==> src/rtl/native_mem_arbiter.sv <==
// Two-master (instruction/data) to one-slave arbiter on the native valid/ready bus.
// Round-robin read-address grant, in-order read return via an owner FIFO, and a d-priority locked write path.
module native_mem_arbiter #(
  parameter int bus_width       = 32,
  parameter int max_outstanding = 2
) (
  input  logic                 clk,
  input  logic                 rst,
  input  logic                 i_raddr_valid,
  output logic                 i_raddr_ready,
  input  logic [bus_width-1:0] i_raddr,
  input  logic                 d_raddr_valid,
  output logic                 d_raddr_ready,
  input  logic [bus_width-1:0] d_raddr,
  output logic                 i_rdata_valid,
  input  logic                 i_rdata_ready,
  output logic [bus_width-1:0] i_rdata,
  output logic                 d_rdata_valid,
  input  logic                 d_rdata_ready,
  output logic [bus_width-1:0] d_rdata,
  input  logic                 i_waddr_valid,
  output logic                 i_waddr_ready,
  input  logic [bus_width-1:0] i_waddr,
  input  logic                 i_wdata_valid,
  output logic                 i_wdata_ready,
  input  logic [bus_width-1:0] i_wdata,
  input  logic                 d_waddr_valid,
  output logic                 d_waddr_ready,
  input  logic [bus_width-1:0] d_waddr,
  input  logic                 d_wdata_valid,
  output logic                 d_wdata_ready,
  input  logic [bus_width-1:0] d_wdata,
  output logic                 s_raddr_valid,
  input  logic                 s_raddr_ready,
  output logic [bus_width-1:0] s_raddr,
  input  logic                 s_rdata_valid,
  output logic                 s_rdata_ready,
  input  logic [bus_width-1:0] s_rdata,
  output logic                 s_waddr_valid,
  input  logic                 s_waddr_ready,
  output logic [bus_width-1:0] s_waddr,
  output logic                 s_wdata_valid,
  input  logic                 s_wdata_ready,
  output logic [bus_width-1:0] s_wdata,
  output logic                 err
);
  localparam int ptr_w = (max_outstanding > 1) ? $clog2(max_outstanding) : 1;
  localparam int cnt_w = $clog2(max_outstanding + 1);

  typedef enum logic [1:0] {LOCK_NONE, LOCK_I, LOCK_D} rd_lock_t;
  typedef enum logic {WR_IDLE, WR_BUSY} wr_state_t;

  function automatic logic [ptr_w-1:0] ptr_inc(input logic [ptr_w-1:0] p);
    if (p == ptr_w'(max_outstanding - 1)) return '0;
    return p + ptr_w'(1);
  endfunction

  rd_lock_t          rd_lock_reg;
  logic              rr_ptr_reg;   // 0 prefers i, 1 prefers d
  logic              owner_mem [max_outstanding];
  logic [ptr_w-1:0]  wr_ptr_reg, rd_ptr_reg;
  logic [cnt_w-1:0]  count_reg;
  logic              err_reg;

  logic win_d, win_valid, fifo_full, fifo_empty, raddr_hs, rdata_hs, head_d;

  always_comb begin
    win_d = 1'b0;
    case (rd_lock_reg)
      LOCK_I:  win_d = 1'b0;
      LOCK_D:  win_d = 1'b1;
      default: win_d = (i_raddr_valid && d_raddr_valid) ? rr_ptr_reg : d_raddr_valid;
    endcase
  end

  // A full FIFO blocks the push even when a pop lands in the same cycle.
  assign fifo_full     = (count_reg == cnt_w'(max_outstanding));
  assign fifo_empty    = (count_reg == '0);
  assign win_valid     = win_d ? d_raddr_valid : i_raddr_valid;
  assign s_raddr_valid = !rst && win_valid && !fifo_full;
  assign s_raddr       = win_d ? d_raddr : i_raddr;
  assign i_raddr_ready = !rst && !win_d && s_raddr_ready && !fifo_full;
  assign d_raddr_ready = !rst && win_d && s_raddr_ready && !fifo_full;
  assign raddr_hs      = s_raddr_valid && s_raddr_ready;

  assign head_d        = owner_mem[rd_ptr_reg];
  assign s_rdata_ready = !rst && !fifo_empty && (head_d ? d_rdata_ready : i_rdata_ready);
  assign i_rdata_valid = !rst && !fifo_empty && !head_d && s_rdata_valid;
  assign d_rdata_valid = !rst && !fifo_empty && head_d && s_rdata_valid;
  assign i_rdata       = s_rdata;
  assign d_rdata       = s_rdata;
  assign rdata_hs      = s_rdata_valid && s_rdata_ready;
  assign err           = err_reg;

  always_ff @(posedge clk) begin
    if (raddr_hs) owner_mem[wr_ptr_reg] <= win_d;
  end

  always_ff @(posedge clk) begin
    if (rst) begin
      rd_lock_reg <= LOCK_NONE;
      rr_ptr_reg  <= 1'b0;
      wr_ptr_reg  <= '0;
      rd_ptr_reg  <= '0;
      count_reg   <= '0;
      err_reg     <= 1'b0;
    end else begin
      if (raddr_hs) begin
        wr_ptr_reg  <= ptr_inc(wr_ptr_reg);
        rd_lock_reg <= LOCK_NONE;
        rr_ptr_reg  <= !win_d;
      end else if (s_raddr_valid) begin
        rd_lock_reg <= win_d ? LOCK_D : LOCK_I;
      end
      if (rdata_hs) rd_ptr_reg <= ptr_inc(rd_ptr_reg);
      if (raddr_hs && !rdata_hs)      count_reg <= count_reg + cnt_w'(1);
      else if (!raddr_hs && rdata_hs) count_reg <= count_reg - cnt_w'(1);
      if (s_rdata_valid && fifo_empty) err_reg <= 1'b1;
    end
  end

  wr_state_t wr_state_reg;
  logic      wr_owner_reg, addr_done_reg, data_done_reg;
  logic      wr_active, wr_owner, fwd_addr, fwd_data;
  logic      addr_hs, data_hs, addr_complete, data_complete;

  // In WR_IDLE the grant is combinational so forwarding starts the cycle a request appears.
  always_comb begin
    wr_active = 1'b1;
    wr_owner  = wr_owner_reg;
    if (wr_state_reg == WR_IDLE) begin
      wr_owner  = d_waddr_valid || d_wdata_valid;
      wr_active = d_waddr_valid || d_wdata_valid || i_waddr_valid || i_wdata_valid;
    end
  end

  assign fwd_addr      = !rst && wr_active && !addr_done_reg;
  assign fwd_data      = !rst && wr_active && !data_done_reg;
  assign s_waddr_valid = fwd_addr && (wr_owner ? d_waddr_valid : i_waddr_valid);
  assign s_wdata_valid = fwd_data && (wr_owner ? d_wdata_valid : i_wdata_valid);
  assign s_waddr       = wr_owner ? d_waddr : i_waddr;
  assign s_wdata       = wr_owner ? d_wdata : i_wdata;
  assign i_waddr_ready = fwd_addr && !wr_owner && s_waddr_ready;
  assign d_waddr_ready = fwd_addr && wr_owner && s_waddr_ready;
  assign i_wdata_ready = fwd_data && !wr_owner && s_wdata_ready;
  assign d_wdata_ready = fwd_data && wr_owner && s_wdata_ready;
  assign addr_hs       = s_waddr_valid && s_waddr_ready;
  assign data_hs       = s_wdata_valid && s_wdata_ready;
  assign addr_complete = addr_done_reg || addr_hs;
  assign data_complete = data_done_reg || data_hs;

  always_ff @(posedge clk) begin
    if (rst) begin
      wr_state_reg  <= WR_IDLE;
      wr_owner_reg  <= 1'b0;
      addr_done_reg <= 1'b0;
      data_done_reg <= 1'b0;
    end else if (wr_active) begin
      if (addr_complete && data_complete) begin
        wr_state_reg  <= WR_IDLE;
        addr_done_reg <= 1'b0;
        data_done_reg <= 1'b0;
      end else begin
        wr_state_reg  <= WR_BUSY;
        wr_owner_reg  <= wr_owner;
        addr_done_reg <= addr_complete;
        data_done_reg <= data_complete;
      end
    end
  end
endmodule

==> config.mk <==
export PLATFORM = sky130hd
export DESIGN_NAME = native_mem_arbiter
export DESIGN_NICKNAME = d
export VERILOG_FILES = /design/src/rtl/native_mem_arbiter.sv
export SDC_FILE = /design/constraint.sdc
export NUM_CORES = 1
export LEC_CHECK = 0
export CAP_MARGIN = 30
export CORE_AREA = 5 5 155 157
export CTS_BUF_LIST = sky130_fd_sc_hd__clkbuf_16
export CTS_CLUSTER_DIAMETER = 100
export DETAILED_ROUTE_END_ITERATION = 12
export DIE_AREA = 0 0 160 162
export GPL_ROUTABILITY_DRIVEN = 1
export PLACE_DENSITY = 0.48
export SLEW_MARGIN = 20
export SYNTH_ARGS = -nofsm -noshare
export SYNTH_HDL_FRONTEND = slang
export SYNTH_SLANG_ARGS = --single-unit
==> constraint.sdc <==
create_clock -name clk -period 3.5 [get_ports clk]
set_input_delay 0.7 -clock clk [delete_from_list [all_inputs] [get_ports clk]]
set_output_delay 0.7 -clock clk [all_outputs]
set_load 0.01 [all_outputs]
; Word-level counts from Yosys, hierarchy flattened
; Memory sizes are Yosys's and may differ from the RTL's. A register that Yosys moved wholly into a read port is not among the register bits.
; Cells that the tools add are included.
[totals]
regBits = 12
latchBits = 0
ram_bits = 2
mem_bits_ro = 0
in_bits = 238
wordCells = 105
n_memories = 1
[memory_table]
columns = memory, words, width, rd, rd_clocked_by_memory_dff, wr, line
row1 = owner_mem, 2, 1, 1, 1, 1, 60  ; logic owner_mem [max_outstanding];
[op_classes]
add_sub_neg = 4
mul = 0
div_mod_pow = 0
magnitude_cmp = 0
eq_ne = 3
shifts = 0
n_mux = 31
bitwise = 1
reduce_logical = 55
[op_table]
columns = operator, n
row1 = $mux 32, 3
row2 = $logic_and 1x1->1, 36
row3 = $mux 1, 24
row4 = $logic_not 1->1, 10
row5 = $mux 2, 3
row6 = $logic_or 1x1->1, 5
row7 = $eq 2x2->1 const B, 2
row8 = $add 1x1->1 const B, 2
row9 = $add 2x1->2 const B, 1
row10 = $eq 2x1->1 const B, 1
row11 = $logic_not 2->1, 1
row12 = $pmux 1 s2, 1
row13 = $reduce_and 2->1, 1
row14 = $reduce_bool 2->1, 1
row15 = $reduce_or 2->1, 1
row16 = $sub 2x1->2 const B, 1
row17 = $not 1->1, 1

; Logic depth before layout (Yosys ltp)
; Gate-level depths: netlist (run 1).
[logic_depth]
ltp_word = 12
mapped_depth = 9

; Worst setup path before layout (run 1)
; No wires, ideal clock.
[synth_path]
kind = input to output
start = input d_wdata_valid
end = output s_waddr[10]
arrival_time_ns = 1.719
required_ns = 2.800
setup_slack_ns = 1.081
stages = 8
n_path_buf = 3
cell_sequence = or2_1 > nor2_1 > or2_1 > buf_2 > buf_4 > buf_2 > nand2_1 > nand2_1
[synth_between]
elab_chain_len = 3
[synth_lines]
columns = element, line
row1 = "start, declared", 30  ; input logic d_wdata_valid,
row2 = $logic_or 1x1->1, 132  ; wr_owner = d_waddr_valid || d_wdata_valid;
row3 = $mux 1, 131  ; if (wr_state_reg == WR_IDLE) begin
row4 = $mux 32, 141  ; assign s_waddr = wr_owner ? d_waddr : i_waddr;
row5 = "end, declared", 41  ; output logic [bus_width-1:0] s_waddr,
; No other way between the ends.

; Final worst setup path (run 1)
[layout_path]
start = input d_wdata_valid
end = output s_waddr[26]
; Same word-level chain as after synthesis.

==> impl_metrics.env, run 1 <==
export IMPL_start_kind="input port"
export IMPL_drt_iter0_markers=114
export IMPL_dieWidth_um=160
export IMPL_dieArea_um2=25920
export IMPL_comb_power_share=0.741
export IMPL_intPower_mw=1.124
export IMPL_r2r_end="count_reg[1]"
export IMPL_reg2reg_depth=8
export IMPL_cts_root_buf="clkbuf_16"
export IMPL_cp_max_fo=21
export IMPL_syn_instance_count=419
export IMPL_hold_violations=0
export IMPL_drt_wl_total_um=14810
export IMPL_row_count=55
export IMPL_crit_path_end_kind="output port"
export IMPL_overflow=0
export IMPL_via_per_inst=3.625
export IMPL_grt_pass1_wl_um=20660
export IMPL_worstMarginPinSlew_ps=408.4
export IMPL_synth_ff_type="dfxtp_1"
export IMPL_dp_hpwl_um=12190
export IMPL_vias=3476
export IMPL_crit_path_cell_trace="clkdlybuf4s50_1, or2_4, nor2_1, or2_4, buf_12, nand2_1, nand2_1, clkdlybuf4s50_1"
export IMPL_numCtsBuffers=3
export IMPL_crit_arrival_ps=2680
export IMPL_grtUsageTotal=0.09884
export IMPL_ios=411
export IMPL_hold_buffers=0
export IMPL_grt_pass1_vias=3764
export IMPL_cpMaxStageDelayCell="clkdlybuf4s50_1"
export IMPL_utilization=0.2624
export IMPL_powerDensity_nw_per_um2=296.8
export IMPL_switching_share=0.3547
export IMPL_cts_tree="built"
export IMPL_start_util=0.1150
export IMPL_multiInputGateArea_um2=1677
export IMPL_syn_num_nets=659
export IMPL_final_cell_area_um2=5869
export IMPL_hp_class="reg2reg"
export IMPL_max_slew_margin_rel=0.7255
export IMPL_seqPwrFrac=0.123
export IMPL_drc_errors=0
export IMPL_ant_nets=0
export IMPL_startpoint="d_wdata_valid"
export IMPL_clock_sinks=15
export IMPL_nNetsFinal=914
export IMPL_clk_pin_slew_ps=60
export IMPL_cp_endpoint="s_waddr[26]"
export IMPL_ir_drop_uv=109.1
export IMPL_dr_pass1_iters=4
export IMPL_layout_drive_gt1_share=0.08767
export IMPL_syn_avg_cell_area_um2=6.140
export IMPL_h_tree_depth=1
export IMPL_synth_edf_count=2
export IMPL_p_leak_nw=2.469
export IMPL_hold_slack_ps=470.3
export IMPL_crit_required_ps=2800
export IMPL_gp_congestion=0.7304
export IMPL_fin_total_pwr_mw=1.742
export IMPL_antenna_found_initial=2
export IMPL_setup_viol=0
export IMPL_reg2reg_setup_slack_ps=1140
export IMPL_clkPwrFrac=0.137
export IMPL_synth_cell_types=44
export IMPL_wl_per_cell_um=15.45
export IMPL_grt_start_max_net_pins=54
export IMPL_die_h_um=162
export IMPL_post_dp_cell_area_um2=5684
export IMPL_fillers=2423
export IMPL_seq_area_um2=320.3
export IMPL_synth_seq_cells=15
export IMPL_io_buffer_count=314
export IMPL_max_freq_ghz=0.2956
export IMPL_period_share=0.9665
export IMPL_min_period_ps=3383
export IMPL_syn_to_final_growth_pct=128.2
export IMPL_syn_area_um2=2572
export IMPL_async_flop_share=0
export IMPL_fin_worst_skew_ps=4.631
export IMPL_rsz0062_at_grt="true"
export IMPL_drv_cap=0
export IMPL_yosys_warnings=0
export IMPL_clockBufferDepth=2
export IMPL_r2r_start="rd_lock_reg[0]"
export IMPL_slew_viol_final=0
export IMPL_power_switching_mw=0.6179
export IMPL_status="complete, no violations"
export IMPL_core_um2=22370
export IMPL_max_stage_delay_ps=540
export IMPL_criticalPathCategory="in2out"
export IMPL_ys_seq_area_frac=0.1245
export IMPL_clock_latency_ps=250
## metrics by stage
stage	setup slack, ps	setup TNS (ps)	instances
2_1_floorplan	1081	0	419
3_3_place_gp	74.48	0	950
3_5_place_dp	64.88	0	950
4_1_cts	65.03	0	954
5_1_grt	-48.69	-75.36	959
6_report	117.3	0	959
## cells in the mapped netlist, types with 2 or more instances
cell type | number | area [um2]
mux2i_1 | 2 | 20.02
mux2_2 | 27 | 304.0
nor3_1 | 6 | 30.03
nand2_1 | 198 | 743.2
or2_1 | 2 | 12.51
and2_1 | 4 | 25.02
a21oi_1 | 7 | 35.03
a211o_1 | 2 | 17.52
nor2_1 | 18 | 67.56
inv_1 | 4 | 15.01
mux2_1 | 6 | 67.56
dfxtp_1 | 13 | 260.3
a211oi_1 | 3 | 22.52
o21bai_1 | 2 | 15.01
buf_4 | 67 | 503.0
ha_1 | 2 | 25.02
clkbuf_1 | 6 | 22.52
edfxtp_1 | 2 | 60.06
nor2b_1 | 4 | 25.02
and3_1 | 4 | 25.02
nand2b_1 | 2 | 12.51
xor2_1 | 3 | 26.28
and2b_1 | 2 | 15.01
buf_2 | 11 | 55.05
a21o_1 | 2 | 15.01
a22oi_1 | 2 | 15.01
## worst min path at each step
stage                    from             end  slack [ps]  cells past startpoint
3_3_place_gp              err             err         450                      2
4_1_cts                   err             err         480                      2
5_1_grt                   err             err         530                      2
3_5_place_dp              err             err         460                      2
6_report                  err             err         470                      2
2_1_floorplan  rd_lock_reg[0]  rd_lock_reg[0]         470                      2
## layout by cell type (no fill, tap or decap), types with 5 or more instances in the layout
master / netlist / final
clkdlybuf4s50_1: 0 / 314
nand2_1: 198 / 198
mux2_2: 27 / 27
nor2_1: 18 / 17
dfxtp_1: 13 / 13
buf_4: 67 / 13
a21oi_1: 7 / 7
mux2_1: 6 / 6
nor3_1: 6 / 6
clkbuf_16: 0 / 6
buf_12: 0 / 5
## worst max-delay path: cells and delay by family
family / cells / cell delay (ps)
simple gates: 5 / 840
buf+inv: 3 / 1140
## metal layers
layer,GRT usage,share of wire,vias up
met2,0.1805,0.51,188
li1,-,-,1781
met4,0.04497,0.030,2
met1,0.09905,0.36,1464
met5,0,0.00088,-
met3,0.03908,0.10,41
## power by group through the flow
stage	Combinational [mW]	Sequential [mW]	Clock, mW
2_1_floorplan	0.581	0.214	0
3_3_place_gp	1.26	0.218	0
3_5_place_dp	1.25	0.218	0
4_1_cts	1.26	0.214	0.247
5_1_grt	1.40	0.218	0.255
6_report	1.29	0.214	0.238
## logic make-up (layout without fill, tap and decap cells)
| group | count (synthesis) | count (layout) | synth area share |
|---|---|---|---|
| AOI/OAI and AO/OA | 26 | 26 | 0.07052 |
| xor gates and xnor gates | 4 | 4 | 0.01362 |
| adders and majority gates | 2 | 2 | 0.009726 |
| buffers and inverters | 89 | 343 | 0.2330 |
| DFF | 15 | 15 | 0.1245 |
| muxes | 35 | 35 | 0.1522 |
| other | 0 | 1 | 0 |
| and+or+nand+nor | 248 | 248 | 0.3964 |
## cell type report
| type | instances | share of cell area |
|---|---|---|
| Clock buffer | 3 | 0.01279 |
| Tap cell | 285 | 0.06075 |
| Sequential cell | 15 | 0.05457 |
| Antenna cell | 1 | 0.0004263 |
| Inverter | 4 | 0.002558 |
| Clock inverter | 1 | 0.001279 |
| Timing Repair Buffer | 335 | 0.5820 |
| Multi-Input combinational cell | 315 | 0.2857 |
## repair_timing
| action | CTS | global route |
|---|---|---|
| endpoints found under the hold margin | 0 | 0 |
| setup endpoints to repair | 0 | 12 |
| resized for setup | 0 | 2 |
| setup buffers | 0 | 1 |
Note: power is estimated with default switching activity, not from simulation.
==> run 2, diff against run 1 <==
- MAX_ROUTING_LAYER: not set -> met4
==> run 2 against run 1 <==
Compared with the run above: via count rose by 0.60%; die area did not move; combinational power barely moved; core utilization rose by 0.35 points; sequential power barely moved; final cell count did not move; total power fell by 1.5%; worst hold slack did not move; sequential share of layout area fell by 0.072 points; clock skew barely moved; count of clock-buffer cells in the layout did not move; non-clock buffer count fell by 1.
==> impl_metrics.env, run 2 (same netlist as run 1, synthesis figures left out) <==
export IMPL_status="complete, no violations"
export IMPL_clock_latency_ps=250
export IMPL_worstMarginPinSlew_ps=430.2
export IMPL_wl_per_cell_um=15.52
export IMPL_cts_tree="built"
export IMPL_cp_max_fo=13
export IMPL_clock_sinks=15
export IMPL_drt_wl_total_um=14880
export IMPL_start_util=0.1150
export IMPL_syn_to_final_growth_pct=131.2
export IMPL_seq_area_um2=320.3
export IMPL_gp_congestion=0.7392
export IMPL_rsz0062_at_grt="true"
export IMPL_die_h_um=162
export IMPL_fillers=2420
export IMPL_criticalPathCategory="in2out"
export IMPL_crit_family="buffers and inverters"
export IMPL_setup_viol=0
export IMPL_dieArea_um2=25920
export IMPL_max_slew_margin_rel=0.7108
export IMPL_crit_arrival_ps=2690
export IMPL_fin_total_pwr_mw=1.717
export IMPL_vias=3497
export IMPL_p_leak_nw=2.842
export IMPL_antenna_found_initial=2
export IMPL_grtUsageTotal=0.1017
export IMPL_hold_buffers=0
export IMPL_dr_pass1_iters=4
export IMPL_r2r_start="rd_lock_reg[0]"
export IMPL_layout_drive_gt1_share=0.08631
export IMPL_cpMaxStageDelayCell="clkdlybuf4s50_1"
export IMPL_layout_common_cells="clkdlybuf4s50_1, nand2_1, dlymetal6s2s_1"
export IMPL_clockBufferDepth=2
export IMPL_nNetsFinal=913
export IMPL_dieWidth_um=160
export IMPL_max_stage_delay_ps=540
export IMPL_drt_iter0_markers=106
export IMPL_powerDensity_nw_per_um2=288.6
export IMPL_hold_slack_ps=470.3
export IMPL_min_period_ps=3395
export IMPL_reg2reg_depth=8
export IMPL_r2r_end="count_reg[1]"
export IMPL_clk_pin_slew_ps=60
export IMPL_max_freq_ghz=0.2946
export IMPL_fin_worst_skew_ps=4.611
export IMPL_ios=411
export IMPL_instances_no_fill=959
export IMPL_grt_start_max_net_pins=54
export IMPL_drc_errors=0
export IMPL_hp_class="reg2reg"
export IMPL_crit_cells=9
export IMPL_io_buffer_count=314
export IMPL_path_buf_inv=4
export IMPL_grt_pass1_vias=3781
export IMPL_multiInputGateArea_um2=1677
export IMPL_hold_violations=0
export IMPL_post_place_ws_ps=64.88
export IMPL_reg2reg_setup_slack_ps=1140
export IMPL_via_per_inst=3.647
export IMPL_layout_commonest_cell="clkdlybuf4s50_1"
export IMPL_utilization=0.2660
export IMPL_drv_cap=0
export IMPL_ir_drop_uv=109.2
export IMPL_dp_cells=950
export IMPL_crit_required_ps=2800
export IMPL_grt_pass1_wl_um=20570
export IMPL_h_tree_depth=1
export IMPL_startpoint="d_waddr_valid"
export IMPL_cts_resized=0
export IMPL_start_kind="input port"
export IMPL_core_um2=22370
export IMPL_cp_endpoint="s_waddr[17]"
export IMPL_slew_viol_final=0
export IMPL_crit_path_cell_trace="clkdlybuf4s50_1, or2_4, nor2_1, buf_4, nor2_4, clkbuf_16, nand2_1, nand2_1, clkdlybuf4s50_1"
export IMPL_cts_setup_buffers=0
export IMPL_crit_path_end_kind="output port"
export IMPL_overflow=0
export IMPL_ant_nets=0
export IMPL_dp_hpwl_um=12190
export IMPL_cts_root_buf="clkbuf_16"
export IMPL_period_share=0.9699
export IMPL_row_count=55
export IMPL_numCtsBuffers=3
export IMPL_worst_slack_ps=105.3
==> run 2: area by class of cell <==
cell class	count	share of cell area
timing repair buffer	334	0.5871
multi-input combinational	315	0.2819
clock buffer	3	0.01262
clock inverter	1	0.001262
inverter	4	0.002524
sequential	15	0.05385
antenna	2	0.0008414
tap	285	0.05995
==> run 2: worst register-to-register path: stages (launching register included) <==
cell	delay (ps)
dfxtp_1	350
inv_1	60
ha_1	310
nand2b_1	220
o22ai_1	330
nor2_1	170
ha_1	370
or3_1	350
a21oi_1	130
==> run 2: worst min-delay path by stage <==
stage,slack (ps),from,depth (start not counted),to
after detailed placement,460,err,2,err
after global placement,450,err,2,err
after floorplan,470,rd_lock_reg[0],2,rd_lock_reg[0]
final,470,err,2,err
after CTS,480,err,2,err
after global routing,530,err,2,err
==> run 2: power breakdown <==
group / internal (mW) / leakage (nW) / switching, mW / total [mW]
combinational: 0.750 / 2.68 / 0.515 / 1.26
clock: 0.154 / 0.0371 / 0.0835 / 0.238
sequential: 0.197 / 0.126 / 0.0173 / 0.214
==> run 2: metrics by stage <==
step	cell area [um2]	TNS (ps)
finish	5948	0
global route	5948	-105.1
CTS	5767	0
detailed placement	5684	0
global placement	5684	0
floorplan	2572	0
==> run 2: layer usage <==
| layer | up-vias | track usage | wire (um) |
|---|---|---|---|
| li1 | 1780 | - | - |
| met1 | 1483 | 0.1043 | 5610 |
| met2 | 188 | 0.1803 | 7514 |
| met3 | 46 | 0.03070 | 1273 |
| met4 | 0 | 0.04497 | 482 |
| met5 | - | - | 0 |
